File: src/rtl/qu_common_pkg.sv
// Shared widths and payload types for the out-of-order core's queue structures.
package qu_common;

  localparam int unsigned ARCH_RD_WIDTH     = 5;
  localparam int unsigned PHY_RF_ADDR_WIDTH = 6;
  localparam int unsigned ROB_DEPTH_DEFAULT = 16;
  localparam int unsigned ROB_ADDR_WIDTH    = $clog2(ROB_DEPTH_DEFAULT);

  typedef logic [ROB_ADDR_WIDTH-1:0] rob_addr_t;

  typedef struct packed {
    logic                         valid;
    logic                         done;
    logic [ARCH_RD_WIDTH-1:0]     arch_rd;
    logic [PHY_RF_ADDR_WIDTH-1:0] phy_rd;
    logic                         has_rd;
  } rob_entry_t;

endpackage

File: src/rtl/rob.sv
// Reorder buffer: in-order allocation and retirement, out-of-order completion,
// busy-table clear on completion and whole-buffer flush for recovery.
module rob
  import qu_common::*;
#(
  parameter int unsigned ROB_DEPTH = ROB_DEPTH_DEFAULT,
  localparam int unsigned AW = $clog2(ROB_DEPTH),
  localparam int unsigned CW = AW + 1
) (
  input  logic                         clk,
  input  logic                         rst,
  input  logic                         alloc_en,
  input  logic [ARCH_RD_WIDTH-1:0]     alloc_arch_rd,
  input  logic [PHY_RF_ADDR_WIDTH-1:0] alloc_phy_rd,
  input  logic                         alloc_has_rd,
  output logic [AW-1:0]                tail_ptr,
  output logic                         full,
  output logic                         empty,
  output logic [CW-1:0]                count,
  input  logic                         cmpl_en,
  input  logic [AW-1:0]                cmpl_addr,
  output logic                         commit_en,
  output logic [ARCH_RD_WIDTH-1:0]     commit_arch_rd,
  output logic [PHY_RF_ADDR_WIDTH-1:0] commit_phy_rd,
  output logic                         commit_has_rd,
  output logic                         busy_table_wr_en,
  output logic [PHY_RF_ADDR_WIDTH-1:0] busy_table_wr_addr,
  output logic                         busy_table_wr_data,
  input  logic                         flush
);

  rob_entry_t        entries [ROB_DEPTH];
  logic [AW:0]       head;
  logic [AW:0]       tail;
  logic [AW:0]       head_n;
  logic [AW:0]       tail_n;
  logic [CW-1:0]     count_n;
  logic              full_n;
  logic              empty_n;
  logic              do_alloc;
  logic              do_cmpl;
  logic              do_commit;
  rob_entry_t        head_ent;
  rob_entry_t        cmpl_ent;

  assign tail_ptr = tail[AW-1:0];

  // Decide this edge's alloc/complete/commit and the resulting pointers and flags.
  always_comb begin
    head_ent  = entries[head[AW-1:0]];
    cmpl_ent  = entries[cmpl_addr];
    do_alloc  = alloc_en && !full;
    do_cmpl   = cmpl_en && cmpl_ent.valid && !cmpl_ent.done;
    do_commit = head_ent.valid && head_ent.done;
    head_n    = head + CW'(do_commit);
    tail_n    = tail + CW'(do_alloc);
    count_n   = count;
    case ({do_alloc, do_commit})
      2'b10:   count_n = count + CW'(1);
      2'b01:   count_n = count - CW'(1);
      default: count_n = count;
    endcase
    if (flush) begin
      head_n  = '0;
      tail_n  = '0;
      count_n = '0;
    end
    empty_n = (head_n == tail_n);
    full_n  = (head_n[AW-1:0] == tail_n[AW-1:0]) && (head_n[AW] != tail_n[AW]);
  end

  // Pointer, occupancy and flag registers.
  always_ff @(posedge clk or negedge rst) begin
    if (!rst) begin
      head  <= '0;
      tail  <= '0;
      count <= '0;
      full  <= 1'b0;
      empty <= 1'b1;
    end else begin
      head  <= head_n;
      tail  <= tail_n;
      count <= count_n;
      full  <= full_n;
      empty <= empty_n;
    end
  end

  // Entry storage; complete, retire and allocate always touch distinct slots.
  always_ff @(posedge clk or negedge rst) begin
    if (!rst) begin
      for (int unsigned i = 0; i < ROB_DEPTH; i++) entries[i] <= '0;
    end else if (flush) begin
      for (int unsigned i = 0; i < ROB_DEPTH; i++) begin
        entries[i].valid <= 1'b0;
        entries[i].done  <= 1'b0;
      end
    end else begin
      if (do_cmpl) entries[cmpl_addr].done <= 1'b1;
      if (do_commit) begin
        entries[head[AW-1:0]].valid <= 1'b0;
        entries[head[AW-1:0]].done  <= 1'b0;
      end
      if (do_alloc) begin
        entries[tail[AW-1:0]] <= '{valid: 1'b1, done: 1'b0, arch_rd: alloc_arch_rd,
                                   phy_rd: alloc_phy_rd, has_rd: alloc_has_rd};
      end
    end
  end

  // Registered retirement and busy-table clear outputs.
  always_ff @(posedge clk or negedge rst) begin
    if (!rst) begin
      commit_en          <= 1'b0;
      commit_arch_rd     <= '0;
      commit_phy_rd      <= '0;
      commit_has_rd      <= 1'b0;
      busy_table_wr_en   <= 1'b0;
      busy_table_wr_addr <= '0;
      busy_table_wr_data <= 1'b0;
    end else begin
      commit_en          <= do_commit && !flush;
      busy_table_wr_en   <= do_cmpl && cmpl_ent.has_rd && !flush;
      busy_table_wr_data <= 1'b0;
      if (do_commit) begin
        commit_arch_rd <= head_ent.arch_rd;
        commit_phy_rd  <= head_ent.phy_rd;
        commit_has_rd  <= head_ent.has_rd;
      end
      if (do_cmpl) busy_table_wr_addr <= cmpl_ent.phy_rd;
    end
  end

endmodule

File: config.mk
export PLATFORM = sky130hd
export DESIGN_NAME = rob
export DESIGN_NICKNAME = d
export VERILOG_FILES = /design/src/rtl/qu_common_pkg.sv /design/src/rtl/rob.sv
export SDC_FILE = /design/constraint.sdc
export NUM_CORES = 1
export LEC_CHECK = 0
export CAP_MARGIN = 15
export CORE_MARGIN = 5
export CORE_UTILIZATION = 52
export CTS_BUF_LIST = sky130_fd_sc_hd__clkbuf_2 sky130_fd_sc_hd__clkbuf_4 sky130_fd_sc_hd__clkbuf_8
export CTS_CLUSTER_DIAMETER = 30
export CTS_CLUSTER_SIZE = 25
export DETAILED_ROUTE_END_ITERATION = 8
export PLACE_DENSITY = 0.7
export SYNTH_ARGS = -nofsm -noshare
export SYNTH_HDL_FRONTEND = slang
export SYNTH_SLANG_ARGS = --single-unit
export TNS_END_PERCENT = 30
File: constraint.sdc
create_clock -name clk -period 9 [get_ports clk]
set_input_delay 1.35 -clock clk [delete_from_list [all_inputs] [get_ports clk]]
set_output_delay 1.35 -clock clk [all_outputs]
set_load 0.02 [all_outputs]
* After elaboration in Yosys (flattened, before gate mapping)
Index checks and enable logic that the tools add are counted.
** Operators by class
- Add/subtract/negate cells :: 4
- Reduce and logical (&&, ||, !) cells :: 15
- Bitwise operators :: 3
- Magnitude comparators :: 6
- Eq/ne operators :: 5
- Mux-type cells :: 43
** Operators with widths (number)
- $mux 224 :: 5
- $bwmux 224 :: 4
- $demux 14 s4 :: 4
- $bmux 14 s4 :: 2
- $mux 14 :: 6
- $mux 2 :: 16
- $mux 13 :: 2
- $ge 5x5->1 const B :: 3
- $lt 5x1->1 const B :: 3
- $mux 5 :: 3
- $not 4->5 :: 3
- $logic_and 1x1->1 :: 11
- $add 5x1->5 :: 2
- $pmux 5 s2 :: 1
- $add 5x1->5 const B :: 1
- $eq 5x5->1 :: 1
- $sub 5x1->5 const B :: 1
- $eq 4x4->1 :: 1
- $logic_not 1->1 :: 3
- $reduce_bool 3->1 :: 1
- $eq 2x1->1 const B :: 1
- $eq 2x2->1 const B :: 1
- $ne 1x1->1 :: 1
** Word-level totals
- Register bits :: 261
- Word-level logic and storage cells :: 167
- Bits of input ports :: 21

* Logic depth before layout (Yosys ltp)
- Depth after elaboration :: 15
- Gate-level depth with buffers :: 14

* Worst setup path after synthesis
Ideal clock, no wire load.
- Kind :: input to register
- From :: input cmpl_addr[1]
- To :: register busy_table_wr_addr[0]
- Path buffers :: 3
- Data required time :: 8.875 ns
- Slack :: 5.728 ns
- Library setup time :: 0.125 ns
- Data arrival time :: 3.147 ns
- Stages on the path :: 6
- Cells stage by stage :: buf_2 buf_2 buf_1 mux4_2 mux4_2 mux2_2
** On the way
- Cells in the longest elaborated chain, start to end :: 6
- Elaborated cells between the ends (all ways) :: 7
- Classes of those cells :: mux: 3; bitwise: 1; reduce/logical: 3
** Ends and longest elaborated chain
- start: declaration :: RTL line rob.sv:21 : input logic [AW-1:0] cmpl_addr,
- $not 4->5 (implied by the code) * :: RTL line rob.sv:51 : cmpl_ent = entries[cmpl_addr];
- $bmux 14 s4 * :: RTL line rob.sv:51
- $mux 14 (implied by the code) * (2 in a row) :: RTL line rob.sv:51
- $logic_and 1x1->1 or $logic_not 1->1 (tied branches) :: RTL line rob.sv:53 : do_cmpl = cmpl_en && cmpl_ent.valid && !cmpl_ent.done;
- $logic_and 1x1->1 :: RTL line rob.sv:53
- end signal: assignment :: RTL line rob.sv:130 : if (do_cmpl) busy_table_wr_addr <= cmpl_ent.phy_rd;
- end: declaration :: RTL line rob.sv:27 : output logic [PHY_RF_ADDR_WIDTH-1:0] busy_table_wr_addr,
Every way passes the cells marked *; elsewhere a longest branch is shown, timed or not. The select of a mux whose other input is x is not followed.
A chain may end at the register's enable or synchronous reset.

* Worst setup path after layout
- From :: register head[1]
- To :: register count[2]
** On the way
- Cells in the longest elaborated chain, start to end :: 8
- Elaborated cells between the ends (all ways) :: 10
- Classes of those cells :: eq/ne: 2; mux: 5; bitwise: 1; reduce/logical: 2
** Ends and longest elaborated chain
- start: declaration :: RTL line rob.sv:33 : logic [AW:0] head;
- start signal: assignment :: RTL line rob.sv:81 : head <= head_n;
- $not 4->5 (implied by the code) * :: RTL line rob.sv:50 : head_ent = entries[head[AW-1:0]];
- $bmux 14 s4 * :: RTL line rob.sv:50
- $mux 14 (implied by the code) * (2 in a row) :: RTL line rob.sv:50
- $logic_and 1x1->1 * :: RTL line rob.sv:54 : do_commit = head_ent.valid && head_ent.done;
- $eq 2x1->1 or $eq 2x2->1 (tied branches) :: RTL line rob.sv:58 : case ({do_alloc, do_commit})
- $pmux 5 s2 :: RTL line rob.sv:58
- $mux 5 :: RTL line rob.sv:63 : if (flush) begin
- end signal: assignment :: RTL line rob.sv:83 : count <= count_n;
- end: declaration :: RTL line rob.sv:19 : output logic [CW-1:0] count,
Marked as above.

==> impl_metrics.tcl <==
set metrics [dict create \
    status "complete, no violations" \
    synthCells 909 \
    ys.flop_type "dfrtp_1" \
    synth-seq-cells 261 \
    seq_area_um2 6540 \
    grt_overflow_total 0 \
    hold_class "reg -> reg" \
    drive_gt1_share_pct 44.7 \
    start_util_pct 52.4 \
    routed_wl_um 31800 \
    drv_cap 0 \
    cts_num_sinks 261 \
    antennaDiodeCount 0 \
    synth_top_area_cell "dfrtp_1" \
    syn_area_um2 13100 \
    area_growth_syn_to_layout_pct 14.4 \
    slew_headroom_pct 22.9 \
    p_leak_nw 6.73 \
    fin_crit_ns 4.17 \
    grt_usage_pct 22.7 \
    synth_nets 936 \
    yosysWarnings 0 \
    num-nets-final 980 \
    yosys.cell_types.count 55 \
    cts_resized 0 \
    final_cell_mix "dfrtp_1, mux2_2, mux4_2" \
    clk_pin_slew_worst_paths_ns 0.06 \
    synthTopCellsByArea "dfrtp_1, mux2_2, mux4_2, nand2_1, nor2b_1" \
    drt_first_pass_iters 5 \
    fin_crit_sh_pct 46.3 \
    die_y_um 169 \
    synthArstFlopShare_pct 100 \
    antenna_found_initial 0 \
    cp_max_fo 67 \
    cts.hold.buffers_added 0 \
    vdd_ir_drop_max_v 0.0000991 \
    layout_commonest_cell "dfrtp_1" \
    drt_iter0_markers 733 \
    core.rowCount 58 \
    ant_nets 0 \
    worst_pin_slew_ns 1.15 \
    ios 53 \
    fin_util_pct 60.0 \
    grt_max_degree 153 \
    grt_pass1_wl_um 49800 \
    syn_avg_cell_area_um2 14.4 \
    yosysSeqAreaShare_pct 49.9 \
    avgRoutedWirePerCell_um 23.9 \
    rsz0062_at_grt "false" \
    port-buffer-count 51 \
    nFillCells 1976 \
    fp.dieW_um 169 \
    cts_tree "done" \
    cts_buffers 54 \
    synth_edf_count 0 \
    grt_pass1_vias 8480 \
    root_buffer "clkbuf_8" \
    required_ns 9.46 \
    dp_hpwl_um 18000 \
    place.gp.congestion 0.864 \
    htreeDepth 2 \
    end_kind "flop" \
    cp.arrival_ns 4.63 \
    p_per_area_nw_per_um2 202 \
    multi_input_area_um2 6180 \
    cp-start-kind "flop" \
    clk_path_buf_depth 3 \
    clk_latency_ns 0.58 \
    crit_type "reg -> reg" \
    cts_setup_buffers 0 \
    finalSetupViolCount 0 \
    setup_tns_ns 0 \
    via_count 8167 \
    core_um2 25000 \
    via_per_inst 6.15 \
    fmax_ghz 0.240 \
    die_area_um2 28400 \
    drc 0 \
    finalHoldViolCount 0 \
    synth_top_area_share_pct 49.7 \
    clock-skew-final_ns 0.0149 \
    drv_slew 0 \
    design_area_um2 15000 \
    place_area_um2 13800 \
]
where the power goes:
part / internal [mW] / leakage (nW) / total (mW) / switching (mW)
Sequential: 1.27 / 3.53 / 1.33 / 0.0615
Combinational: 0.196 / 2.59 / 0.343 / 0.147
Clock: 0.780 / 0.603 / 1.35 / 0.572
cell usage after synthesis, types with 2 or more instances:
| cell type | n |
|---|---|
| o32ai_1 | 2 |
| xnor2_1 | 7 |
| ha_1 | 6 |
| a41oi_1 | 4 |
| nand3_1 | 11 |
| dfrtp_1 | 260 |
| inv_1 | 5 |
| and3_1 | 2 |
| mux2_2 | 214 |
| nor2_1 | 34 |
| and3b_1 | 2 |
| nor3b_1 | 4 |
| and2_1 | 2 |
| o221a_2 | 8 |
| xor2_1 | 6 |
| o21ai_0 | 7 |
| nand3b_1 | 4 |
| mux4_2 | 97 |
| a22o_1 | 2 |
| nor3_1 | 13 |
| a31oi_1 | 18 |
| buf_4 | 10 |
| or3_1 | 3 |
| nand2_1 | 53 |
| a21oi_1 | 7 |
| buf_1 | 16 |
| nand2b_1 | 7 |
| mux2i_1 | 4 |
| nor2b_1 | 23 |
| buf_2 | 16 |
| buf_6 | 3 |
| o31ai_1 | 4 |
| a21o_1 | 4 |
| clkbuf_1 | 30 |
final cells by class:
class,count,share of cell area [%]
multi-input combinational,567,41.3
clock buffer,63,5.54
clock inverter,38,2.55
tap,330,2.76
timing repair buffer,63,4.06
inverter,6,0.150
sequential,261,43.7
sequential cells by signal, indices dropped and copies added (netlist names):
signal	flops
commit_arch_rd	5
full	1
commit_phy_rd	6
empty	1
entries	224
head	5
tail	5
commit_has_rd	1
commit_en	1
count	5
busy_table_wr_addr	6
busy_table_wr_en	1
worst paths after layout:
| path | depth (start not counted) | slack (ns) | end | start |
|---|---|---|---|---|
| hold reg to reg | 1 | 0.49 | entries[55]$_DFF_PN0_ | entries[55]$_DFF_PN0_ |
| min in group asynchronous | 1 | 0.83 | entries[130]$_DFFE_PN0P_ | rst |
| hold / removal | 1 | 0.49 | entries[55]$_DFF_PN0_ | entries[55]$_DFF_PN0_ |
| max in group asynchronous | 2 | 6.80 | head[0]$_DFF_PN0_ | rst |
| setup reg to reg | 10 | 4.83 | count[2]$_DFFE_PN0P_ | head[1]$_DFF_PN0_ |
| setup / recovery | 10 | 4.83 | count[2]$_DFFE_PN0P_ | head[1]$_DFF_PN0_ |
kinds of logic (layout without fill, tap and decap cells):
| family | after synthesis | after routing | synth area share, % |
|---|---|---|---|
| muxes | 316 | 316 | 35.6 |
| xor gates and xnor gates | 13 | 13 | 0.870 |
| and+or+nand+nor | 164 | 164 | 6.15 |
| AOI/OAI and AO/OA | 67 | 67 | 3.90 |
| DFF | 261 | 261 | 49.9 |
| buffers and inverters | 81 | 170 | 2.94 |
| other | 1 | 1 | 0.0287 |
| adders and majority gates | 6 | 6 | 0.574 |
worst max-delay path, stage by stage (launching register included):
cell	delay, ns
dfrtp_2	0.33
buf_4	0.76
mux4_1	0.73
nand3b_1	0.12
o2111a_2	0.69
and2_1	0.26
xor2_1	0.08
ha_1	0.22
or3_1	0.34
mux2i_1	0.15
mux2_2	0.34
per-stage QoR:
| step | cells | hold WS (ns) | setup WS [ns] | power [mW] |
|---|---|---|---|---|
| 4_1_cts | 1328 | 0.494 | 4.82 | 3.06 |
| 2_1_floorplan | 909 | 0.464 | 5.73 | 1.57 |
| 3_5_place_dp | 1227 | 0.481 | 4.48 | 1.70 |
| 6_report | 1328 | 0.493 | 4.83 | 3.03 |
| 5_1_grt | 1328 | 0.511 | 4.62 | 3.15 |
| 3_3_place_gp | 1227 | 0.475 | 4.57 | 1.69 |
layer usage:
layer	vias up	global-route usage (%)	part of all wire (%)
met4	0	5.58	1.9
met2	255	36.6	48
met5	-	0	0
met1	4312	32.3	43
met3	55	4.32	6.4
li1	3545	-	-
Power figures use the tool's default switching activity.
